$ cat config.mk
export PLATFORM = sky130hd
export DESIGN_NAME = fetch_unit
export DESIGN_NICKNAME = d
export VERILOG_FILES = /design/src/rtl/fetch_unit_pkg.sv /design/src/rtl/sync_fifo.sv /design/src/rtl/fetch_unit.sv
export SDC_FILE = /design/constraint.sdc
export NUM_CORES = 1
export LEC_CHECK = 0
export ABC_AREA = 1
export CORE_UTILIZATION = 35
export CTS_CLUSTER_DIAMETER = 80
export CTS_CLUSTER_SIZE = 14
export DETAILED_ROUTE_END_ITERATION = 10
export PLACE_DENSITY_LB_ADDON = 0.05
export SYNTH_ARGS = -nofsm -noshare
export SYNTH_HDL_FRONTEND = slang
export SYNTH_SLANG_ARGS = --single-unit
$ cat constraint.sdc
create_clock -name clk -period 9.44 [get_ports clk]
set_input_delay 0.944 -clock clk [delete_from_list [all_inputs] [get_ports clk]]
set_output_delay 0.944 -clock clk [all_outputs]
set_load 0.03 [all_outputs]
$ cat src/rtl/fetch_unit_pkg.sv
// Shared constants for the instruction-fetch stage.
// Imported by fetch_unit and available to later pipeline stages.
package fetch_unit_pkg;

  localparam int unsigned XLEN_DEF = 32;
  localparam int unsigned ILEN     = 32;
  localparam int unsigned PC_STEP  = 4;

  localparam logic [ILEN-1:0] NOP_INSTR = 32'h0000_0013;

endpackage

$ cat src/rtl/sync_fifo.sv
// Registered FIFO with synchronous clear and occupancy count.
// Generic enough to be reused by later pipeline stages.
module sync_fifo #(
  parameter int unsigned WIDTH = 64,
  parameter int unsigned DEPTH = 4,
  localparam int unsigned AW = $clog2(DEPTH),
  localparam int unsigned CW = $clog2(DEPTH + 1)
) (
  input  logic             clk,
  input  logic             rst,
  input  logic             i_clear,
  input  logic             i_push,
  input  logic [WIDTH-1:0] i_data,
  input  logic             i_pop,
  output logic [WIDTH-1:0] o_data,
  output logic [CW-1:0]    o_count
);

  logic [WIDTH-1:0] r_mem [DEPTH];
  logic [AW-1:0]    r_wptr;
  logic [AW-1:0]    r_rptr;
  logic [CW-1:0]    r_count;
  logic             w_full;
  logic             w_push;
  logic             w_pop;

  assign w_full = (r_count == CW'(DEPTH));
  assign w_pop  = i_pop && (r_count != '0);
  assign w_push = i_push && (!w_full || w_pop);

  // storage array; contents need no reset
  always_ff @(posedge clk) begin
    if (w_push && !i_clear) begin
      r_mem[r_wptr] <= i_data;
    end
  end

  // pointers and occupancy; clear has priority
  always_ff @(posedge clk or posedge rst) begin
    if (rst) begin
      r_wptr  <= '0;
      r_rptr  <= '0;
      r_count <= '0;
    end else if (i_clear) begin
      r_wptr  <= '0;
      r_rptr  <= '0;
      r_count <= '0;
    end else begin
      if (w_push) begin
        r_wptr <= r_wptr + AW'(1);
      end
      if (w_pop) begin
        r_rptr <= r_rptr + AW'(1);
      end
      r_count <= r_count + CW'(w_push) - CW'(w_pop);
    end
  end

  assign o_data  = r_mem[r_rptr];
  assign o_count = r_count;

endmodule

$ cat src/rtl/fetch_unit.sv
// Decoupled instruction fetcher: credit-limited memory requests,
// prefetch FIFO towards decode, redirect with stale-response discard.
module fetch_unit
  import fetch_unit_pkg::*;
#(
  parameter int unsigned     XLEN            = XLEN_DEF,
  parameter logic [XLEN-1:0] RESET_PC        = '0,
  parameter int unsigned     FIFO_DEPTH      = 4,
  parameter int unsigned     MAX_OUTSTANDING = 2,
  localparam int unsigned    CW = $clog2(FIFO_DEPTH + 1)
) (
  input  logic            clk,
  input  logic            rst,
  input  logic            redirect_i,
  input  logic [XLEN-1:0] redirect_pc_i,
  output logic            instr_mem_req_o,
  output logic [XLEN-1:0] instr_mem_address_o,
  input  logic            instr_mem_gnt_i,
  input  logic            instr_mem_rvalid_i,
  input  logic [ILEN-1:0] instr_mem_read_i,
  output logic            if_valid_o,
  input  logic            if_ready_i,
  output logic [ILEN-1:0] if_instr_o,
  output logic [XLEN-1:0] if_pc_o,
  output logic [CW-1:0]   fifo_count_o,
  output logic            protocol_err_o
);

  localparam int unsigned IW = $clog2(MAX_OUTSTANDING + 1);
  localparam int unsigned EW = XLEN + ILEN;

  logic [XLEN-1:0] r_fetch_pc;
  logic [XLEN-1:0] r_resp_pc;
  logic [IW-1:0]   r_inflight;
  logic [IW-1:0]   r_discard;
  logic            r_perr;

  logic [XLEN-1:0] w_redirect_pc;
  logic [CW:0]     w_occ;
  logic            w_req;
  logic            w_fire;
  logic            w_rsp;
  logic            w_drop;
  logic            w_push;
  logic            w_pop;
  logic [EW-1:0]   w_head;
  logic [CW-1:0]   w_fifo_count;

  assign w_redirect_pc = redirect_pc_i & ~XLEN'(3);

  // slots already promised: queued entries plus live requests
  assign w_occ = (CW+1)'(w_fifo_count)
               + (CW+1)'(r_inflight)
               - (CW+1)'(r_discard);

  assign w_req = !rst && !redirect_i
              && (r_inflight < IW'(MAX_OUTSTANDING))
              && (w_occ < (CW+1)'(FIFO_DEPTH));

  assign w_fire = w_req && instr_mem_gnt_i;
  assign w_rsp  = instr_mem_rvalid_i && (r_inflight != '0);
  assign w_drop = w_rsp && (r_discard != '0);
  assign w_push = w_rsp && !w_drop && !redirect_i;
  assign w_pop  = if_valid_o && if_ready_i && !redirect_i;

  sync_fifo #(
    .WIDTH (EW),
    .DEPTH (FIFO_DEPTH)
  ) u_fifo (
    .clk     (clk),
    .rst     (rst),
    .i_clear (redirect_i),
    .i_push  (w_push),
    .i_data  ({r_resp_pc, instr_mem_read_i}),
    .i_pop   (w_pop),
    .o_data  (w_head),
    .o_count (w_fifo_count)
  );

  // request and response PCs; redirect overrides both
  always_ff @(posedge clk or posedge rst) begin
    if (rst) begin
      r_fetch_pc <= RESET_PC;
      r_resp_pc  <= RESET_PC;
    end else if (redirect_i) begin
      r_fetch_pc <= w_redirect_pc;
      r_resp_pc  <= w_redirect_pc;
    end else begin
      if (w_fire) begin
        r_fetch_pc <= r_fetch_pc + XLEN'(PC_STEP);
      end
      if (w_push) begin
        r_resp_pc <= r_resp_pc + XLEN'(PC_STEP);
      end
    end
  end

  // in-flight credit and count of responses still to be dropped
  always_ff @(posedge clk or posedge rst) begin
    if (rst) begin
      r_inflight <= '0;
      r_discard  <= '0;
    end else begin
      r_inflight <= r_inflight + IW'(w_fire) - IW'(w_rsp);
      if (redirect_i) begin
        r_discard <= r_inflight - IW'(w_rsp);
      end else if (w_drop) begin
        r_discard <= r_discard - IW'(1);
      end
    end
  end

  // sticky flag for a response arriving with nothing requested
  always_ff @(posedge clk or posedge rst) begin
    if (rst) begin
      r_perr <= 1'b0;
    end else if (instr_mem_rvalid_i && (r_inflight == '0)) begin
      r_perr <= 1'b1;
    end
  end

  assign instr_mem_req_o     = w_req;
  assign instr_mem_address_o = r_fetch_pc;
  assign if_valid_o          = (w_fifo_count != '0);
  assign if_pc_o             = w_head[EW-1:ILEN];
  assign if_instr_o          = if_valid_o ? w_head[ILEN-1:0]
                                          : NOP_INSTR;
  assign fifo_count_o        = w_fifo_count;
  assign protocol_err_o      = r_perr;

endmodule

==> results_dict.tcl <==
set metrics [dict create \
    cts_buffers 27 \
    p_clk_share_pct 23.4 \
    finalSetupTns_ns 0 \
    synth_top_family_by_area "simple AND/OR/NAND/NOR gates" \
    holdPathEnd "protocol_err_o" \
    grt_max_degree 74 \
    setup_slack_ns 4.81 \
    num_rows 75 \
    cts_tree "yes" \
    post-cts-setup-buffers 0 \
    syn_area_um2 14900 \
    h-tree-depth 1 \
    avgSynthCellArea_um2 9.98 \
    crit_fanout 63 \
    wl_um 39800 \
    layout-drive-gt1-share_pct 7.63 \
    grt_use_total_pct 18.3 \
    status "finished, final reports clean" \
    coreArea_um2 41900 \
    ir_worst_vdd_uv 119 \
    num_vias 10800 \
    synth_area_leader_cell "edfxtp_1" \
    p_switching_mw 1.72 \
    p_comb_share_pct 36.2 \
    die_w_um 208 \
    postLayoutCoreUtil_pct 42.4 \
    netSwitchingFraction_pct 38.3 \
    crit_path_start_kind "flop" \
    synth_compound_area_share_pct 9.10 \
    reg2reg_slack_ns 5.99 \
    leakage_nw 6.61 \
    clockBufferDepth 3 \
    num_antenna_cells 0 \
    netlist_instances 1491 \
    pre_cts_slack_ns 5.27 \
    ctsHoldBuffers 0 \
    cap_viol_max_count 0 \
    min_period_over_period_pct 49.0 \
    hold_depth 1 \
    async_reset_ff_share_pct 22.5 \
    ctsResizeCount 0 \
    clock_latency_ns 0.55 \
    reg2reg_from "u_fifo.o_count[1]" \
    cp.required_ns 8.50 \
    io_pins 172 \
    grt_setup_unrepaired "false" \
    place_hpwl_um 24000 \
    internal-power_mw 2.78 \
    synth-edff-count 248 \
    hold_viol 0 \
    yosys.cell_types.count 48 \
    grt_pass1_vias 10400 \
    fill_cells 4104 \
    holdCritPathClass "reg -> reg" \
    synth_xor_area_share_pct 0.883 \
    cellPowerDensity_nw_per_um2 253 \
    drtIter0Drc 535 \
    die_height_um 208 \
    cts-root-buf "clkbuf_16" \
    via_per_inst 4.93 \
    cts_sinks 320 \
    reg2reg_depth 14 \
    fin_skew_ns 0.0153 \
    rr_endpoint "r_inflight[1]" \
    clk_pin_slew_ns 0.06 \
    min_period_ns 4.63 \
    synth_warnings 0 \
    synth.most_common_cell "nand2_1" \
    yosys-top-cells-area "edfxtp_1, dfrtp_1, nand2_1, nor2_1, o21ai_0" \
    slew_headroom_pct 32.5 \
    start_util_pct 35.5 \
    synth_top_area_share_pct 50.0 \
    ys.flop_type "edfxtp_1" \
    drtAntennaViolNets 0 \
    nNetsFinal 1718 \
    remaining_drc_errors 0 \
    crit_type "reg -> out" \
    max_freq_ghz 0.216 \
    drv_slew 0 \
    synthSimpleGateAreaFrac_pct 21.3 \
    worstHoldStart "protocol_err_o" \
    area_growth_pct 19.4 \
    tightest_slew_ns 1.01 \
    synthAdderAreaFrac_pct 1.53 \
    grt_overflow 0 \
    cp_data_arrival_time_ns 3.68 \
    wire_per_inst_um 18.2 \
    setup_viol 0 \
    place.gp.congestion 0.797 \
    grt_antenna_before_repair 0 \
    die_area_um2 43400 \
    grt_pass1_wl_um 61900 \
    synth_common_cells "nand2_1, nor2_1, edfxtp_1" \
    ys_ff_latch 320 \
    seq_power_share_pct 40.4 \
    end_kind "primary output" \
    synth_seq_area_share_pct 62.1 \
    port_buffers 165 \
    synth.area.mux_share_pct 0 \
    firstDrtPassIters 5 \
]
-- per-layer routing --
metal	wire length, µm	track usage, %	part of all wire, %	vias up
met5	0	0	0	-
met3	1400	2.04	3.5	40
met4	539	3.73	1.4	0
met1	18800	25.9	47	5237
met2	19100	30.5	48	199
li1	-	-	-	5327
-- worst max-delay path, cell delays in order (launching register included) --
cell and delay, ns:
dfrtp_4 0.99, inv_2 0.50, buf_4 0.43, nor2_1 0.15, o21ai_0 0.09, a21oi_1 0.18, clkdlybuf4s50_1 0.76
-- sequential cells by signal, summed over array words and instances (netlist names) --
name                 count
u_fifo.r_mem           248
instr_mem_address_o     30
r_resp_pc               30
u_fifo.o_count           3
r_discard                2
r_inflight               2
u_fifo.r_rptr            2
u_fifo.r_wptr            2
protocol_err_o           1
-- per-stage QoR --
stage | instances | hold WS, ns | power [mW] | instance area, µm²
floorplan | 1494 | 0.496 | 2.84 | 14900
global placement | 2141 | 0.447 | 3.50 | 17000
detailed placement | 2141 | 0.446 | 3.51 | 17000
CTS | 2191 | 0.465 | 4.57 | 17800
global route | 2191 | 0.485 | 4.77 | 17800
finish | 2191 | 0.466 | 4.50 | 17800
-- worst max-delay path by stage --
stage / from / end / slack, ns / cells past startpoint
6_report: u_fifo.r_rptr[1] / if_instr_o[5] / 4.81 / 6
5_1_grt: u_fifo.r_rptr[1] / if_instr_o[5] / 4.53 / 6
4_1_cts: u_fifo.r_rptr[1] / if_instr_o[4] / 4.69 / 6
3_5_place_dp: u_fifo.r_rptr[1] / if_instr_o[4] / 5.27 / 6
3_3_place_gp: u_fifo.r_rptr[1] / if_instr_o[4] / 5.27 / 6
2_1_floorplan: instr_mem_rvalid_i / u_fifo.r_mem[0][0] / 4.83 / 6
-- cells in the final DEF, fill, tap and decap left out, types with 4 or more instances in the layout --
cell type	Yosys	final
o21ai_0	140	140
o22ai_1	31	31
nor3_1	9	8
nand2_2	11	11
xnor2_1	5	5
o221ai_1	4	4
inv_2	7	7
conb_1	1	4
o21bai_1	4	4
o21ai_1	10	10
nand2_1	287	287
buf_4	6	10
ha_1	15	15
clkbuf_16	0	27
nor2_1	271	267
edfxtp_1	248	248
clkdlybuf4s50_1	0	164
nand4_1	8	8
xor2_1	10	10
clkbuf_1	34	18
nand3_2	24	24
inv_1	90	89
dfrtp_1	72	70
a21oi_1	49	49
nor2_2	13	13
nor2_4	8	12
nand3_1	74	74
-- kinds of logic after synthesis --
group                    Yosys count
AND/OR/NAND/NOR                  719
XOR/XNOR                          15
flip-flops                       320
adder cells (fa/ha/maj)           17
buffers and inverters            168
other                              1
AO/OA/AOI/OAI                    251
-- layout make-up --
cell class              instances  area [µm²]  share of cell area [%]
flip-flops and latches        320        9260                    52.1
repair buffers                175        1720                    9.69
clock buffers                  47         764                    4.30
clock inverters                 3        25.0                   0.141
multi-input cells            1006        4940                    27.8
inverters                     101         387                    2.18
well taps                     539         674                    3.80
-- power by group through the flow --
stage               combinational, mW  clock, mW  sequential [mW]
global route                     1.79       1.15             1.84
global placement                 1.65          0             1.85
CTS                              1.66       1.09             1.82
finish                           1.63       1.05             1.82
detailed placement               1.66          0             1.85
floorplan                       0.996          0             1.85
No activity file was read; power rests on OpenSTA's default activity.
